===== src/rtl/hazard_scoreboard.sv =====
// Decode-stage hazard detector: per-register countdown scoreboard plus writeback-slot reservations.
// Stall/issue are zero-cycle combinational; pend_any is registered and lags the counters by one cycle.
module hazard_scoreboard #(
  parameter int REG_ADDR = 5,
  parameter int NSRC     = 2,
  parameter int MAX_LAT  = 4,
  parameter int ZERO_REG = 1,
  parameter int WB_CHECK = 1,
  localparam int NREGS   = 2**REG_ADDR,
  localparam int LAT_W   = $clog2(MAX_LAT+1)
) (
  input  logic                     clk,
  input  logic                     reset_n,
  input  logic                     d_valid,
  input  logic [NSRC*REG_ADDR-1:0] d_src,
  input  logic [NSRC-1:0]          d_src_used,
  input  logic                     d_regwrite,
  input  logic [REG_ADDR-1:0]      d_dest_reg,
  input  logic [LAT_W-1:0]         d_latency,
  input  logic                     d_kill,
  output logic                     stall,
  output logic                     raw_stall,
  output logic                     wb_stall,
  output logic                     issue,
  output logic                     pend_any
);

  logic [LAT_W-1:0]    pend [NREGS];
  logic [MAX_LAT:1]    wb_resv;
  logic [LAT_W-1:0]    leff;
  logic [REG_ADDR-1:0] src;
  logic                d_live;
  logic                raw_hit;
  logic                wr;
  logic                pend_or;

  assign d_live = d_valid & ~d_kill;

  always_comb begin
    leff = d_latency;
    if (d_latency == '0)
      leff = LAT_W'(1);
    else if (d_latency > LAT_W'(MAX_LAT))
      leff = LAT_W'(MAX_LAT);
  end

  always_comb begin
    raw_hit = 1'b0;
    src     = '0;
    for (int i = 0; i < NSRC; i++) begin
      src = d_src[i*REG_ADDR +: REG_ADDR];
      if (d_src_used[i] && (pend[src] != '0) && !((ZERO_REG != 0) && (src == '0)))
        raw_hit = 1'b1;
    end
  end

  assign raw_stall = d_live & raw_hit;
  assign wb_stall  = (WB_CHECK != 0) & d_live & d_regwrite & wb_resv[leff];
  assign stall     = raw_stall | wb_stall;
  assign issue     = d_live & ~stall;
  assign wr        = issue & d_regwrite;

  always_comb begin
    pend_or = 1'b0;
    for (int r = 0; r < NREGS; r++)
      pend_or = pend_or | (pend[r] != '0);
  end

  // A fresh write overrides any older count, so a short WAW wins over a long one.
  always_ff @(posedge clk or negedge reset_n) begin
    if (!reset_n) begin
      for (int r = 0; r < NREGS; r++)
        pend[r] <= '0;
      wb_resv  <= '0;
      pend_any <= 1'b0;
    end else begin
      for (int r = 0; r < NREGS; r++) begin
        if (wr && (d_dest_reg == REG_ADDR'(r)) && !((ZERO_REG != 0) && (r == 0)))
          pend[r] <= leff;
        else if (pend[r] != '0)
          pend[r] <= pend[r] - LAT_W'(1);
      end
      // Latency-1 producers write back in the slot being consumed, so they reserve nothing.
      for (int i = 1; i < MAX_LAT; i++)
        wb_resv[i] <= wb_resv[i+1] | (wr && (leff == LAT_W'(i+1)));
      wb_resv[MAX_LAT] <= 1'b0;
      pend_any         <= pend_or;
    end
  end

endmodule


===== config.mk =====
export PLATFORM = sky130hd
export DESIGN_NAME = hazard_scoreboard
export DESIGN_NICKNAME = d
export VERILOG_FILES = /design/src/rtl/hazard_scoreboard.sv
export SDC_FILE = /design/constraint.sdc
export NUM_CORES = 1
export LEC_CHECK = 0
export ABC_CLOCK_PERIOD_IN_PS = 3250
export CELL_PAD_IN_SITES_DETAIL_PLACEMENT = 0
export CELL_PAD_IN_SITES_GLOBAL_PLACEMENT = 1
export CORE_MARGIN = 5
export CORE_UTILIZATION = 44
export DETAILED_ROUTE_END_ITERATION = 6
export GPL_ROUTABILITY_DRIVEN = 0
export HOLD_SLACK_MARGIN = 0.03
export PLACE_DENSITY_LB_ADDON = 0.1
export SYNTH_ARGS = -nofsm -noshare
export SYNTH_HDL_FRONTEND = slang
export SYNTH_SLANG_ARGS = --single-unit

===== constraint.sdc =====
create_clock -name clk -period 3.25 [get_ports clk]
set_input_delay 0.8125 -clock clk [delete_from_list [all_inputs] [get_ports clk]]
set_output_delay 0.8125 -clock clk [all_outputs]
set_load 0.1 [all_outputs]

# == Word level (Yosys, flattened, before mapping) ==
# Index checks and enable logic that the tools add are counted.
# word_totals
regBits,100
out_inout_bits,5
word_cells,330
inputBits,25
# classes
bitwise,44
eq_ne,34
muxes,74
add_sub_neg,32
reduce_logical,108
order_cmp,4
# op_table
cell,n
$mux W3,68
$reduce_bool A3 Y1,34
$sub A3 B1 Y3 const B,32
$eq A5 B5 Y1 const B,16
$reduce_bool A2 Y1,31
$eq A5 B4 Y1 const B,8
$logic_and A1 B1 Y1,38
$or A1 B1 Y1,34
$bmux W3 S5,2
$eq A5 B3 Y1 const B,4
$ge A6 B6 Y1 const B,2
$not A5 Y6,2
$eq A5 B2 Y1 const B,2
$logic_not A5 Y1,2
$and A1 B1 Y1,6
$eq A3 B2 Y1 const B,2
$eq A5 B1 Y1 const B,1
$lt A3 B4 Y1 const B,1
$bmux W1 S3,1
$eq A3 B3 Y1 const B,1
$gt A3 B3 Y1 const B,1
$logic_not A3 Y1,1
$mux W1,3
$logic_not A1 Y1,2
$not A1 Y1,2

# == Longest topological paths before layout ==
# Gate-level depths: netlist (run 1).
# depth
depth_word,32
mapped_depth,10
depth_no_buf,7

# == Worst setup path after synthesis (run 1) ==
# OpenSTA, ideal clock, no wires.
# synth_path
kind,in2out
start,input port d_src[5]
end,output port stall
arrival_ns,4.559
stages,7
setup_slack_ns,-2.122
t_required_ns,2.438
path_buffers,2
path_cell_list,clkbuf_1 > mux4_2 > mux2_2 > o2111ai_1 > a22oi_4 > buf_6 > o21ai_0
# synth_between
elab_chain_len,10
word_cells_on_any_way,12
classes_between,4 x mux; 3 x bitwise; 5 x reduce/logical
# synth_rtl
element,line,source
from (decl),15,"input logic [NSRC*REG_ADDR-1:0] d_src,"
$not A5 Y6 (implied by the code),52,if (d_src_used[i] && (pend[src] != '0) && !((ZERO_REG != 0) && (src == '0)))
$bmux W3 S5,52,
$mux W3 (implied by the code) (2 in a row),52,
$reduce_bool A3 Y1,52,
$logic_and A1 B1 Y1,52,
$logic_and A1 B1 Y1 (*),52,
$mux W1 (*),52,
$and A1 B1 Y1 (*),57,assign raw_stall = d_live & raw_hit;
$or A1 B1 Y1 (*),59,assign stall = raw_stall | wb_stall;
to (decl),21,"output logic stall,"
# Mark *: on every way between the ends. The rest lies on a longest branch, timed or not. The select of a mux whose other input is x is not followed.

# == Worst setup path after layout (run 1) ==
# layout_path
start,input port d_src[1]
end,output port issue
# layout_between
elab_chain_len,13
word_cells_on_any_way,15
classes_between,5 x mux; 5 x bitwise; 5 x reduce/logical
# layout_rtl
element,line,source
$not A5 Y6 (implied by the code),52,
$bmux W3 S5,52,
$mux W3 (implied by the code) (2 in a row),52,
$reduce_bool A3 Y1,52,
$logic_and A1 B1 Y1,52,
$logic_and A1 B1 Y1 (*),52,
$mux W1 (*) (2 in a row),52,
$and A1 B1 Y1 (*),57,
$or A1 B1 Y1 (*),59,
$not A1 Y1 (*),60,assign issue = d_live & ~stall;
$and A1 B1 Y1 (*),60,
to (decl),24,"output logic issue,"
# Marks and branches as above.

==> results of run 1 <==
## per-layer routing
| metal | up-vias | global-route usage (%) |
|---|---|---|
| li1 | 2820 | - |
| met1 | 2892 | 26.8 |
| met2 | 63 | 35.9 |
| met3 | 33 | 2.97 |
| met4 | 0 | 7.42 |
| met5 | - | 0 |
## kinds of logic after synthesis
group / after synthesis / synth area share [%]
muxes: 133 / 20.1
and+or+nand+nor: 231 / 19.1
DFF: 100 / 34.2
buffers and inverters: 101 / 5.52
adders and majority gates: 64 / 10.9
AOI/OAI and AO/OA: 69 / 6.36
xor gates and xnor gates: 32 / 3.83
## timing repair
action                                  CTS  global route
endpoints found under the setup margin   96            63
setup buffers                             1             3
gates cloned                              0             1
pin swaps                                12            19
gates resized for setup                  48            69
## final cells by class
| type | count | area, sq um |
|---|---|---|
| clock buffer | 12 | 267 |
| clock inverter | 4 | 22.5 |
| fill | 1414 | 7120 |
| inverter | 74 | 284 |
| multi-input combinational | 529 | 4820 |
| sequential | 100 | 2510 |
| tap | 220 | 275 |
| timing repair buffer | 132 | 1170 |
## power by group
part | internal (W) | switching (W)
combinational | 0.00199 | 0.00193
clock | 0.000579 | 0.000477
sequential | 0.00190 | 0.000730
total | 0.00447 | 0.00314
## worst max path at each step
stage,startpoint,end,slack [ns],cells past startpoint
4_1_cts,d_src[6],stall,-0.42,10
3_3_place_gp,d_src[1],stall,-0.85,10
5_1_grt,d_src[1],issue,-0.29,9
6_report,d_src[1],issue,-0.20,10
2_1_floorplan,d_src[6],issue,-0.48,9
3_5_place_dp,d_src[1],stall,-0.85,10
## sequential cells by signal, indices dropped and copies added (netlist names)
register,flops
pend_any,1
pend,96
wb_resv,3
## stage by stage
step / utilization [%] / TNS (ns) / setup slack, ns / cells
after floorplan: - / -1.34 / -0.480 / 730
after CTS: 55.1 / -1.20 / -0.415 / 1068
after detailed placement: 52.2 / -60.54 / -0.846 / 1051
final: 56.8 / -0.569 / -0.196 / 1071
after global placement: 52.2 / -61.47 / -0.855 / 1051
after global routing: 56.8 / -0.826 / -0.294 / 1071
## cells in the mapped netlist, types with 3 or more instances
library cell  number
buf_1              8
clkbuf_1          14
a211oi_1           4
ha_1              64
nor4_1            26
mux2i_1           68
nand2_1           37
nor3_1            29
buf_6              3
xnor2_1           32
inv_1             74
nor4b_1            6
o41ai_1            3
a2111oi_0         10
mux4_2             5
nand4_2           26
mux2_1            25
nor2_1            43
dfrtp_1          100
o21ai_0           36
mux2_2            35
nand2b_1          43
nor2b_1            4
nand4_1            6
## critical path: stages
cell	delay, ns
clkbuf_2	0.13
buf_12	0.17
nor4_4	0.24
o21ai_1	0.11
a311oi_1	0.33
a22oi_2	0.15
a22oi_4	0.28
nand2_4	0.09
nor2_4	0.13
buf_12	0.18
==> results_dict.tcl, run 1 <==
set metrics [dict create \
    status "finished, violations left" \
    failed_checks "setup timing" \
    drive_gt1_share_pct 29.6 \
    clkSinkCount 100 \
    placed_cell_area_sq_um 8600 \
    final_common_cell "buf_4" \
    groute.usage.overall_pct 20.9 \
    vdd_ir_drop_max_uv 366 \
    clock_latency_ns 0.35 \
    cts_buffer_depth 2 \
    slew_viol_final 0 \
    diodes 0 \
    ys.flop_type "dfrtp_1" \
    fin_nets 935 \
    hold_viol_final 0 \
    numCtsBuffers 9 \
    num_rows 47 \
    async_flop_share_pct 100 \
    top_layer "met4" \
    dieArea_sq_um 19300 \
    grt_overflow 0 \
    min_from "wb_resv[2]" \
    path_clk_slew_ns 0.07 \
    syn-cell-area_sq_um 7320 \
    finalCritPeriodShare_pct 106 \
    ant_nets 0 \
    ios 30 \
    grt_max_degree 45 \
    layout.cells.most_common_list "buf_4, dfrtp_1, inv_1, mux2i_1, ha_1" \
    synthesis.nets 819 \
    wl_per_cell_um 18.7 \
    layout-area-overhead-vs-synth_pct 27.7 \
    floorplan.initialDensity_pct 44.5 \
    ys_ff_latch 100 \
    die-height_um 139 \
    drt_iter0_drc 197 \
    r2r-end "pend[36]" \
    first_pass_iters 4 \
    whs_endpoint "wb_resv[1]" \
    rsz0062_at_grt "true" \
    drc 0 \
    setup_viol 3 \
    synth_top_area_cell "dfrtp_1" \
    cts_tree "done" \
    timing.fmax_mhz 290 \
    worstPathArrival_ns 2.63 \
    cp.required_ns 2.44 \
    place_hpwl_mm 15.0 \
    slew-limit-headroom_pct 57.3 \
    core-area_sq_um 16500 \
    antenna_found_initial 0 \
    p_per_area_nw_per_um2 813 \
    synth_area_leaders "dfrtp_1, ha_1, mux2i_1" \
    synth-edff-count 0 \
    r2r-start "pend[48]" \
    post-route-min-period_ns 3.45 \
    met3_length_um 500 \
    htree_levels 3 \
    fin_ws_ns -0.196 \
    yosysSeqAreaShare_pct 34.2 \
    yosys_warnings 0 \
    grt_pass1_vias 6035 \
    skew_ns 0.00621 \
    synth_top_area_share_pct 34.2 \
    synth_cells 730 \
    cts_hold_buf 0 \
    clockRootBuffer "clkbuf_16" \
    max_cap_viol_count 0 \
    final_area_sq_um 9350 \
    port_buffers 29 \
    hold_depth 2 \
    vias_per_cell 5.42 \
    synth.avg_cell_area_sq_um 10.0 \
    routed_wl_mm 20.1 \
    worstSetupPathType "in2out" \
    hold_class "reg2reg" \
    worst_slew_pin_slew_ns 0.640 \
    power.leakage_nw 4.80 \
    wl_met2_mm 10.0 \
    hold_ws_ns 0.474 \
    die_w_um 139 \
    rrSetupSlack_ns 0.21 \
    crit_path_max_fanout 16 \
    synth_cell_types 45 \
    p_total_w 0.00760 \
    grt_pass1_wl_mm 31.9 \
    vias 5808 \
    end_kind "primary output" \
    ff2ff_path_depth 10 \
    m1WireLength_mm 9.00 \
    startpoint_type "input pin" \
]
(Power assumes the default switching activity.)
==> run 2: changes to the inputs <==
--- a/config.mk
+++ b/config.mk
@@ -11,7 +11,7 @@
 export CORE_MARGIN = 5
 export CORE_UTILIZATION = 44
 export DETAILED_ROUTE_END_ITERATION = 6
-export GPL_ROUTABILITY_DRIVEN = 0
+export GPL_TIMING_DRIVEN = 0
 export HOLD_SLACK_MARGIN = 0.03
 export PLACE_DENSITY_LB_ADDON = 0.1
 export SYNTH_ARGS = -nofsm -noshare
==> run 2 against run 1 <==
Effect of this change:
- the flow still finishes with violations (setup timing)
- first-iteration DRC count up 65%
- clock skew is 0.0050 ns higher
- sequential cell count unchanged
- hold slack better by 0.0085 ns
- cell count decreased by 6.5%
- critical path depth unchanged
- cell area down 6.8%
- core utilization is 3.9 points lower
- critical path type unchanged
==> results_dict.tcl, run 2 (synthesis results as in run 1) <==
set metrics [dict create \
    swShare_pct 41.0 \
    worstSetupPathType "in2out" \
    cp_top_family "buffers and inverters" \
    p_per_area_nw_per_um2 850 \
    antenna_found_initial 0 \
    timing.fmax_mhz 285 \
    r2r-start "pend[57]" \
    min_from "wb_resv[2]" \
    tns_ns -0.677 \
    cp_cell_sequence "clkbuf_16 > inv_6 > mux4_2 > nor3b_2 > nor4b_4 > a22oi_4 > buf_12 > buf_4 > nor2_4 > buf_12" \
    end_kind "primary output" \
    routabilityCongestion 0.871 \
    grt_max_degree 52 \
    clockRootBuffer "clkbuf_16" \
    skew_ns 0.0112 \
    internal-power_w 0.00437 \
    clkSinkCount 100 \
    ios 30 \
    hold_viol_final 0 \
    switching_power_w 0.00304 \
    dp_slack_ns -2.51 \
    layoutNonFillerInstCount 1001 \
    cts_hold_buf 0 \
    slew_viol_final 0 \
    max_stage_delay_ns 0.49 \
    fin_nets 865 \
    first_pass_iters 5 \
    groute.usage.overall_pct 21.1 \
    worst-path-buf-inv 5 \
    drt_iter0_drc 326 \
    grt.busiest_layer "met2" \
    r2r-end "pend[71]" \
    clock_latency_ns 0.36 \
    dieArea_sq_um 19300 \
    fillers 1480 \
    finalCritPeriodShare_pct 108 \
    whs_endpoint "wb_resv[1]" \
    floorplan.initialDensity_pct 44.5 \
    dp_cells 977 \
    worst_slew_pin_slew_ns 1.26 \
    drc 0 \
    p_clk_share_pct 15.7 \
    cts_buffer_depth 2 \
    drive_gt1_share_pct 21.1 \
    crit_path_max_fanout 6 \
    routed_wl_mm 20.1 \
    ff_latch_area_sq_um 2500 \
    startpoint_type "input pin" \
    reg_top3 "pend: 96 flops, wb_resv: 3 flops, pend_any: 1 flops" \
    largest-register "pend" \
    multi_input_area_sq_um 4730 \
    ff2ff_path_depth 9 \
    hold_depth 2 \
    grt_use_met3_pct 3.00 \
    vdd_ir_drop_max_uv 350 \
    ant_nets 0 \
    vias_per_cell 5.62 \
    wl_per_cell_um 20.1 \
    slew-limit-headroom_pct 15.0 \
    failed_checks "setup timing" \
    grt_overflow 0 \
    largest_reg_flops 96 \
    status "finished, violations left" \
    final_area_sq_um 8720 \
    path_clk_slew_ns 0.07 \
    cts_tree "done" \
    combPwrFrac_pct 48.9 \
    numCtsBuffers 9 \
    vias 5625 \
    cp_slowest_cell "mux4_2" \
    layout.cells.most_common_list "dfrtp_1, inv_1, mux2i_1, ha_1, nand2b_1" \
    fin_ws_ns -0.256 \
    num_rows 47 \
    post-route-min-period_ns 3.51 \
    final_common_cell "dfrtp_1" \
    die_w_um 139 \
    place_hpwl_mm 15.1 \
    max_cap_viol_count 0 \
    grtUsageMet2_pct 35.6 \
    hold_class "reg2reg" \
    seqPwrFrac_pct 35.4 \
    rsz0062_at_grt "true" \
    rrSetupSlack_ns 0.29 \
    globalRouteMet1Util_pct 27.4 \
    setup_viol 3 \
    core-area_sq_um 16500 \
    cp.required_ns 2.44 \
    grt_pass1_vias 5898 \
    die-height_um 139 \
    layout-area-overhead-vs-synth_pct 19.0 \
    placed_cell_area_sq_um 7940 \
    power.leakage_nw 4.39 \
    cp_common_cell "buf_12" \
    worstPathArrival_ns 2.69 \
    port_buffers 26 \
    grt_pass1_wl_mm 31.9 \
    htree_levels 3 \
    diodes 0 \
]
[run 2: worst min-delay path: stages, from the launching register on]
cell,delay (ns)
dfrtp_1,0.35
inv_1,0.04
o41ai_1,0.06
[run 2: worst max path at each step]
| stage | from | to | slack (ns) | cells after the start |
|---|---|---|---|---|
| finish | d_src[0] | raw_stall | -0.26 | 10 |
| floorplan | d_src[6] | issue | -0.48 | 9 |
| detailed placement | d_src[1] | issue | -2.51 | 11 |
| global route | pend[52] | issue | -0.35 | 9 |
| CTS | pend[52] | issue | -0.27 | 9 |
| global placement | reset_n | pend[0] | -2.64 | 1 |
[run 2: per-stage QoR]
stage	total power, W	utilization, %	hold WS [ns]
CTS	0.00743	52.6	0.483
floorplan	0.00514	-	0.430
detailed placement	0.00603	48.2	0.466
global route	0.00811	52.9	0.498
global placement	0.00576	48.0	0.442
finish	0.00741	52.9	0.483
[run 2: power by group through the flow]
stage / Clock (W) / Combinational, W / Sequential [W]
6_report: 0.00116 / 0.00363 / 0.00262
3_3_place_gp: 0 / 0.00329 / 0.00247
5_1_grt: 0.00124 / 0.00415 / 0.00271
2_1_floorplan: 0 / 0.00278 / 0.00236
3_5_place_dp: 0 / 0.00352 / 0.00251
4_1_cts: 0.00119 / 0.00365 / 0.00258
[run 2: timing repair]
item / 4_1_cts / 5_1_grt
pin swaps: 11 / 5
resized for setup: 131 / 10
buffers inserted: 8 / 1
gates cloned: 0 / 0
setup endpoints to repair: 100 / 4
[run 2: cell type report]
cell class                      count  share of cell area [%]
Clock inverter                      4                   0.632
Multi-Input combinational cell    529                    54.3
Tap cell                          220                    3.16
Inverter                           74                    3.29
Clock buffer                       12                    3.06
Timing Repair Buffer               36                    4.29
Buffer                             26                    2.54
Sequential cell                   100                    28.7
[run 2: metal layers]
| metal | vias up | part of all wire (%) | wire length [um] |
|---|---|---|---|
| li1 | 2688 | - | - |
| met1 | 2800 | 45 | 8960 |
| met2 | 100 | 49 | 9910 |
| met3 | 37 | 3.1 | 622 |
| met4 | 0 | 3.2 | 646 |
| met5 | - | 0 | 0 |
